## src/rtl/uart_cmd_frame_ctrl.sv

```systemverilog
//------------------------------------------------------------------------------
// uart_cmd_frame_ctrl
//
// Command-frame controller that sits behind the single-byte UART receiver.
// It assembles frames of the form
//    HEAD0, HEAD1, ADDR, DATA_H, DATA_L, SUM      (SUM = ADDR+DATA_H+DATA_L mod 256)
// and turns each good frame into a single-cycle register-write command.
// Frames with a bad checksum, or frames that stall longer than TIMEOUT_CLKS
// between bytes, are discarded and flagged with a Frame_Err pulse. Err_Cnt
// keeps a saturating tally of those pulses.
//
// Ports:
//    Clk        in   system clock
//    Rst_n      in   asynchronous active-low reset
//    Rx_Byte    in   [7:0]  received byte, qualified by Rx_Done
//    Rx_Done    in   one-cycle byte-received strobe
//    Reg_Wr     out  one-cycle register write strobe
//    Reg_Addr   out  [7:0]  register address, valid with Reg_Wr and held
//    Reg_Data   out  [15:0] register data, valid with Reg_Wr and held
//    Frame_Err  out  one-cycle pulse on checksum mismatch or timeout
//    Err_Cnt    out  [7:0]  saturating count of Frame_Err pulses
//    Busy       out  high while a frame is in progress
//------------------------------------------------------------------------------
module uart_cmd_frame_ctrl #(
   parameter int unsigned TIMEOUT_CLKS = 500000,
   parameter int unsigned TMO_W        = 20,
   parameter logic [7:0]  HEAD0        = 8'h55,
   parameter logic [7:0]  HEAD1        = 8'hA5
) (
   input  logic        Clk,
   input  logic        Rst_n,
   input  logic [7:0]  Rx_Byte,
   input  logic        Rx_Done,
   output logic        Reg_Wr,
   output logic [7:0]  Reg_Addr,
   output logic [15:0] Reg_Data,
   output logic        Frame_Err,
   output logic [7:0]  Err_Cnt,
   output logic        Busy
);

   typedef enum logic [2:0] {
      S_IDLE = 3'd0,
      S_H1   = 3'd1,
      S_ADDR = 3'd2,
      S_DH   = 3'd3,
      S_DL   = 3'd4,
      S_SUM  = 3'd5
   } state_t;

   localparam int unsigned      TMO_LAST_I = TIMEOUT_CLKS - 32'd1;
   localparam logic [TMO_W-1:0] TMO_LAST   = TMO_LAST_I[TMO_W-1:0];
   localparam logic [TMO_W-1:0] TMO_ONE    = {{(TMO_W-1){1'b0}}, 1'b1};

   // 8-bit modular add used for the frame checksum
   function automatic logic [7:0] add8(input logic [7:0] a, input logic [7:0] b);
      add8 = a + b;
   endfunction

   state_t            state_r;
   state_t            state_nxt_s;
   logic [TMO_W-1:0]  tmo_cnt_r;
   logic [7:0]        sum_r;
   logic [7:0]        addr_r;
   logic [15:0]       data_r;
   logic              wr_nxt_s;
   logic              err_nxt_s;
   logic              tmo_exp_s;

   // A byte arriving in the expiry cycle takes priority, hence the !Rx_Done term
   assign tmo_exp_s = (state_r != S_IDLE) && !Rx_Done && (tmo_cnt_r == TMO_LAST);

   // State register
   always_ff @(posedge Clk or negedge Rst_n) begin
      if (!Rst_n) begin
         state_r <= S_IDLE;
      end else begin
         state_r <= state_nxt_s;
      end
   end

   // Next-state decode plus write/error strobe requests
   always_comb begin
      state_nxt_s = state_r;
      wr_nxt_s    = 1'b0;
      err_nxt_s   = 1'b0;
      if (Rx_Done) begin
         case (state_r)
            S_IDLE: begin
               if (Rx_Byte == HEAD0) begin
                  state_nxt_s = S_H1;
               end else begin
                  state_nxt_s = S_IDLE;
               end
            end
            S_H1: begin
               // A repeated HEAD0 is treated as a fresh frame start
               if (Rx_Byte == HEAD1) begin
                  state_nxt_s = S_ADDR;
               end else if (Rx_Byte == HEAD0) begin
                  state_nxt_s = S_H1;
               end else begin
                  state_nxt_s = S_IDLE;
               end
            end
            S_ADDR:  state_nxt_s = S_DH;
            S_DH:    state_nxt_s = S_DL;
            S_DL:    state_nxt_s = S_SUM;
            S_SUM: begin
               state_nxt_s = S_IDLE;
               if (Rx_Byte == sum_r) begin
                  wr_nxt_s = 1'b1;
               end else begin
                  err_nxt_s = 1'b1;
               end
            end
            default: state_nxt_s = S_IDLE;
         endcase
      end else if (tmo_exp_s) begin
         state_nxt_s = S_IDLE;
         err_nxt_s   = 1'b1;
      end else begin
         state_nxt_s = state_r;
      end
   end

   // Inter-byte timeout counter: runs only while a frame is open
   always_ff @(posedge Clk or negedge Rst_n) begin
      if (!Rst_n) begin
         tmo_cnt_r <= {TMO_W{1'b0}};
      end else if (Rx_Done || (state_r == S_IDLE) || tmo_exp_s) begin
         tmo_cnt_r <= {TMO_W{1'b0}};
      end else begin
         tmo_cnt_r <= tmo_cnt_r + TMO_ONE;
      end
   end

   // Field capture and running checksum
   always_ff @(posedge Clk or negedge Rst_n) begin
      if (!Rst_n) begin
         sum_r  <= 8'h00;
         addr_r <= 8'h00;
         data_r <= 16'h0000;
      end else if (Rx_Done) begin
         case (state_r)
            S_H1: begin
               if (Rx_Byte == HEAD1) begin
                  sum_r <= 8'h00;
               end else begin
                  sum_r <= sum_r;
               end
            end
            S_ADDR: begin
               addr_r <= Rx_Byte;
               sum_r  <= add8(sum_r, Rx_Byte);
            end
            S_DH: begin
               data_r[15:8] <= Rx_Byte;
               sum_r        <= add8(sum_r, Rx_Byte);
            end
            S_DL: begin
               data_r[7:0] <= Rx_Byte;
               sum_r       <= add8(sum_r, Rx_Byte);
            end
            default: begin
               sum_r <= sum_r;
            end
         endcase
      end else begin
         sum_r <= sum_r;
      end
   end

   // Registered outputs; Reg_Addr/Reg_Data only move on a good frame
   always_ff @(posedge Clk or negedge Rst_n) begin
      if (!Rst_n) begin
         Reg_Wr    <= 1'b0;
         Reg_Addr  <= 8'h00;
         Reg_Data  <= 16'h0000;
         Frame_Err <= 1'b0;
         Err_Cnt   <= 8'h00;
         Busy      <= 1'b0;
      end else begin
         Reg_Wr    <= wr_nxt_s;
         Frame_Err <= err_nxt_s;
         Busy      <= (state_nxt_s != S_IDLE);
         if (wr_nxt_s) begin
            Reg_Addr <= addr_r;
            Reg_Data <= data_r;
         end else begin
            Reg_Addr <= Reg_Addr;
            Reg_Data <= Reg_Data;
         end
         if (err_nxt_s && (Err_Cnt != 8'hFF)) begin
            Err_Cnt <= Err_Cnt + 8'h01;
         end else begin
            Err_Cnt <= Err_Cnt;
         end
      end
   end

endmodule

```

## config.mk

```make
export PLATFORM = sky130hd
export DESIGN_NAME = uart_cmd_frame_ctrl
export DESIGN_NICKNAME = d
export VERILOG_FILES = /design/src/rtl/uart_cmd_frame_ctrl.sv
export SDC_FILE = /design/constraint.sdc
export NUM_CORES = 1
export LEC_CHECK = 0
export CAP_MARGIN = 5
export CELL_PAD_IN_SITES_DETAIL_PLACEMENT = 1
export CELL_PAD_IN_SITES_GLOBAL_PLACEMENT = 2
export CORE_ASPECT_RATIO = 1.75
export CORE_MARGIN = 2
export CORE_UTILIZATION = 41
export CTS_CLUSTER_SIZE = 10
export DETAILED_ROUTE_END_ITERATION = 10
export PLACE_DENSITY_LB_ADDON = 0.15
export SYNTH_ARGS = -nofsm -noshare
export SYNTH_HDL_FRONTEND = slang
export SYNTH_SLANG_ARGS = --single-unit
```

## constraint.sdc

```tcl
create_clock -name Clk -period 3.2 [get_ports Clk]
set_clock_uncertainty 0.2 [all_clocks]
set_input_delay 0.48 -clock Clk [delete_from_list [all_inputs] [get_ports Clk]]
set_output_delay 0.48 -clock Clk [all_outputs]
set_load 0.03 [all_outputs]
```

==> run_results.csv <==
group,metric,value,unit
final_layout,drive_gt1_share,22.2,%
final_layout,fill_cells,1041,
pwr,leakage,2.28,nW
floorplan,die_h,137,um
floorplan,io_pins,46,
sta,finalMaxSlewViolations,0,
setup_path,cp.arrival,2.64,ns
logic_synthesis,synth_ff_type,"dfrtp_1",
min_path,hp-class,"reg -> reg",
setup_path,path_class,"in -> reg",
sta,setup_viol,0,
floorplan,dieArea,11000,sq um
clock_tree,cts_buffer_depth,2,
logic_synthesis,syn_area_per_cell,11.9,sq um
logic_synthesis,netlist_area,4170,sq um
min_path,hold_depth,2,
sta,hold_ws,0.275,ns
clock_tree,cts_tree,"done",
logic_synthesis,synth_xor_area_share,6.09,%
grt,antenna_found_initial,0,
clock_tree,clk_latency,0.34,ns
sta,finalCriticalPeriod,2.62,ns
routing,first_iter_violations,82,
logic_synthesis,netlist.area_leader.share,54.0,%
grt,overflow,0,
final_layout,area_delta_synth_final,23.0,%
logic_synthesis,synth-seq-area-share,54.0,%
sta,fin_tns_setup,0,ns
final_layout,nets,430,
sta,hold_viol,0,
grt,grt_max_degree,58,
job,maxCapViolCount,0,
placed_design,post-dp-hpwl,7.00,mm
logic_synthesis,yosys-top-cells-count,"dfrtp_1 (90), mux2_2 (47), nor2_1 (34), nand2_1 (27), xnor2_1 (18)",
clock_tree,h-tree-depth,3,
pwr,power_density,637,nW/um^2
logic_synthesis,synth_most_common_cell,"dfrtp_1",
logic_synthesis,synth-async-reset-ratio,100,%
logic_synthesis,synthCells,350,
sta,fin_ws,0.576,ns
sta,slew_headroom,51.4,%
floorplan,core_area,9910,sq um
clock_tree,cts_sinks,90,
logic_synthesis,synth_warnings,0,
final_layout,diodes,0,
logic_synthesis,synth_compound_area_share,5.04,%
floorplan,fp.dieW,80.2,um
routing,drc_errors,0,
outcome,status,"finished, final reports clean",
grt,grt_usage,18.4,%
logic_synthesis,synth_enable_flop_cells,0,
routing,dr.pass1.iters,4,
setup_path,cp_max_fo,6,
routing,wl_per_cell,17.3,um
grt,grt_pass1_wl,15.2,mm
placed_design,placement.io_buffers,45,
clock_tree,post_cts_resized,0,
clock_tree,cts-root-buf,"clkbuf_16",
pwr,ir_worst_vdd,0.000273,V
sta,fin_crit_sh,82.0,%
final_layout,fin_util,51.7,%
sta,fmax,381,MHz
setup_path,r2r_cells,6,
logic_synthesis,synthAdderAreaFrac,3.18,%
routing,ant_nets,0,
clock_tree,cts.clk_slew.worst_paths,0.06,ns
sta,rsz0062_at_grt,"false",
setup_path,worstPathRequired,3.22,ns
clock_tree,cts_made_buffers,9,
clock_tree,cts_setup_buffers,0,
routing,viasPerCell,5.22,
setup_path,end_kind,"flip-flop",
floorplan,core.rowCount,48,
clock_tree,ctsHoldBuffers,1,
floorplan,start_util,42.1,%
routing,num_vias,2815,
logic_synthesis,synth_cell_types,48,
logic_synthesis,yosys-top-cells-area,"dfrtp_1 (54%), mux2_2 (13%), xnor2_1 (3.8%)",
setup_path,startpoint_type,"primary input",
sta,tightest_slew,0.724,ns
placed_design,post-place-ws,0.186,ns
logic_synthesis,ys_ff_latch,90,
logic_synthesis,yosys.area_share.simple,16.4,%
logic_synthesis,synth_fp_nets,371,
logic_synthesis,post-synth-top-area-cell,"dfrtp_1",
routing,wl,9.30,mm
logic_synthesis,synth_top_family_by_area,"simple AND/OR/NAND/NOR gates",
logic_synthesis,synthMuxAreaShare,13.1,%
grt,first_global_vias,3049,
placed_design,gp_congestion,0.817,
-- power by group --
part | switching (mW) | total (mW) | internal, mW
clock network | 0.445 | 1.04 | 0.596
logic | 0.390 | 0.734 | 0.345
registers | 0.139 | 1.49 | 1.35
total | 0.974 | 3.26 | 2.29
-- cell type report --
class / count / area [sq um] / share of cell area [%]
well taps: 125 / 156 / 3.05
flip-flops and latches: 90 / 2250 / 43.9
clock buffers: 12 / 267 / 5.20
inverters: 11 / 41.3 / 0.805
repair buffers: 57 / 553 / 10.8
multi-input cells: 240 / 1820 / 35.6
clock inverters: 4 / 33.8 / 0.659
-- worst max-delay path, stage by stage --
cell and delay [ns]:
clkdlybuf4s50_1 0.57, ha_1 0.49, nor3_1 0.07, and3_2 0.24
nor2_1 0.30, buf_4 0.20, o21ai_0 0.12, xnor2_1 0.16
-- routing by layer --
metal | up-vias | routed length [um] | global-route usage, %
li1 | 1347 | - | -
met1 | 1425 | 3580 | 19.7
met2 | 33 | 5370 | 35.2
met3 | 10 | 226 | 3.41
met4 | 0 | 131 | 6.50
met5 | - | 0 | 0
-- cells in the final DEF, fill, tap and decap left out, types with 3 or more instances in the layout --
cell type         n
o21ai_0           9
nand3_1           9
nand2_1          27
nand4_1           9
a21oi_1           6
clkdlybuf4s50_1  44
o211ai_1          4
clkbuf_16         9
nand2b_1          3
xnor2_1          18
dfrtp_1          90
and4bb_2          3
buf_4            11
nor2b_1           3
mux2_2           47
ha_1              9
nor3_1            6
inv_1            11
and4_1            5
o31ai_1           3
xor2_1           11
nor2_1           34
clkbuf_8          3
or2_2             3
-- worst paths after layout --
path / startpoint / to / slack, ns
max: Rx_Byte[4] / Err_Cnt[4]$_DFFE_PN0P_ / 0.58
min: data_r[9]$_DFFE_PN0P_ / data_r[9]$_DFFE_PN0P_ / 0.27
max reg2reg: tmo_cnt_r[0]$_DFF_PN0_ / Err_Cnt[1]$_DFFE_PN0P_ / 0.87
min reg2reg: data_r[9]$_DFFE_PN0P_ / data_r[9]$_DFFE_PN0P_ / 0.27
max in group asynchronous: Rst_n / state_r[1]$_DFF_PN0_ / 1.70
min in group asynchronous: Rst_n / Reg_Data[11]$_DFFE_PN0P_ / 0.43
-- cells by family after synthesis --
logic type                 Yosys count
AOI/OAI and AO/OA                   32
xor gates and xnor gates            29
adders and majority gates           10
buffers and inverters               20
DFF                                 90
muxes                               48
and+or+nand+nor                    121
-- registers in the layout, indices dropped and copies added, names as in the netlist --
register	count
data_r	16
addr_r	8
state_r	3
Busy	1
sum_r	8
tmo_cnt_r	20
Frame_Err	1
Err_Cnt	8
Reg_Wr	1
Reg_Data	16
Reg_Addr	8
-- through the flow --
stage	area, sq um	cells	power [mW]
after floorplan	4170	350	2.01
after global placement	4820	522	2.22
after detailed placement	4820	522	2.26
after CTS	5130	539	3.32
after global routing	5130	539	3.46
final	5130	539	3.26
Note: power is estimated with default switching activity, not from simulation.
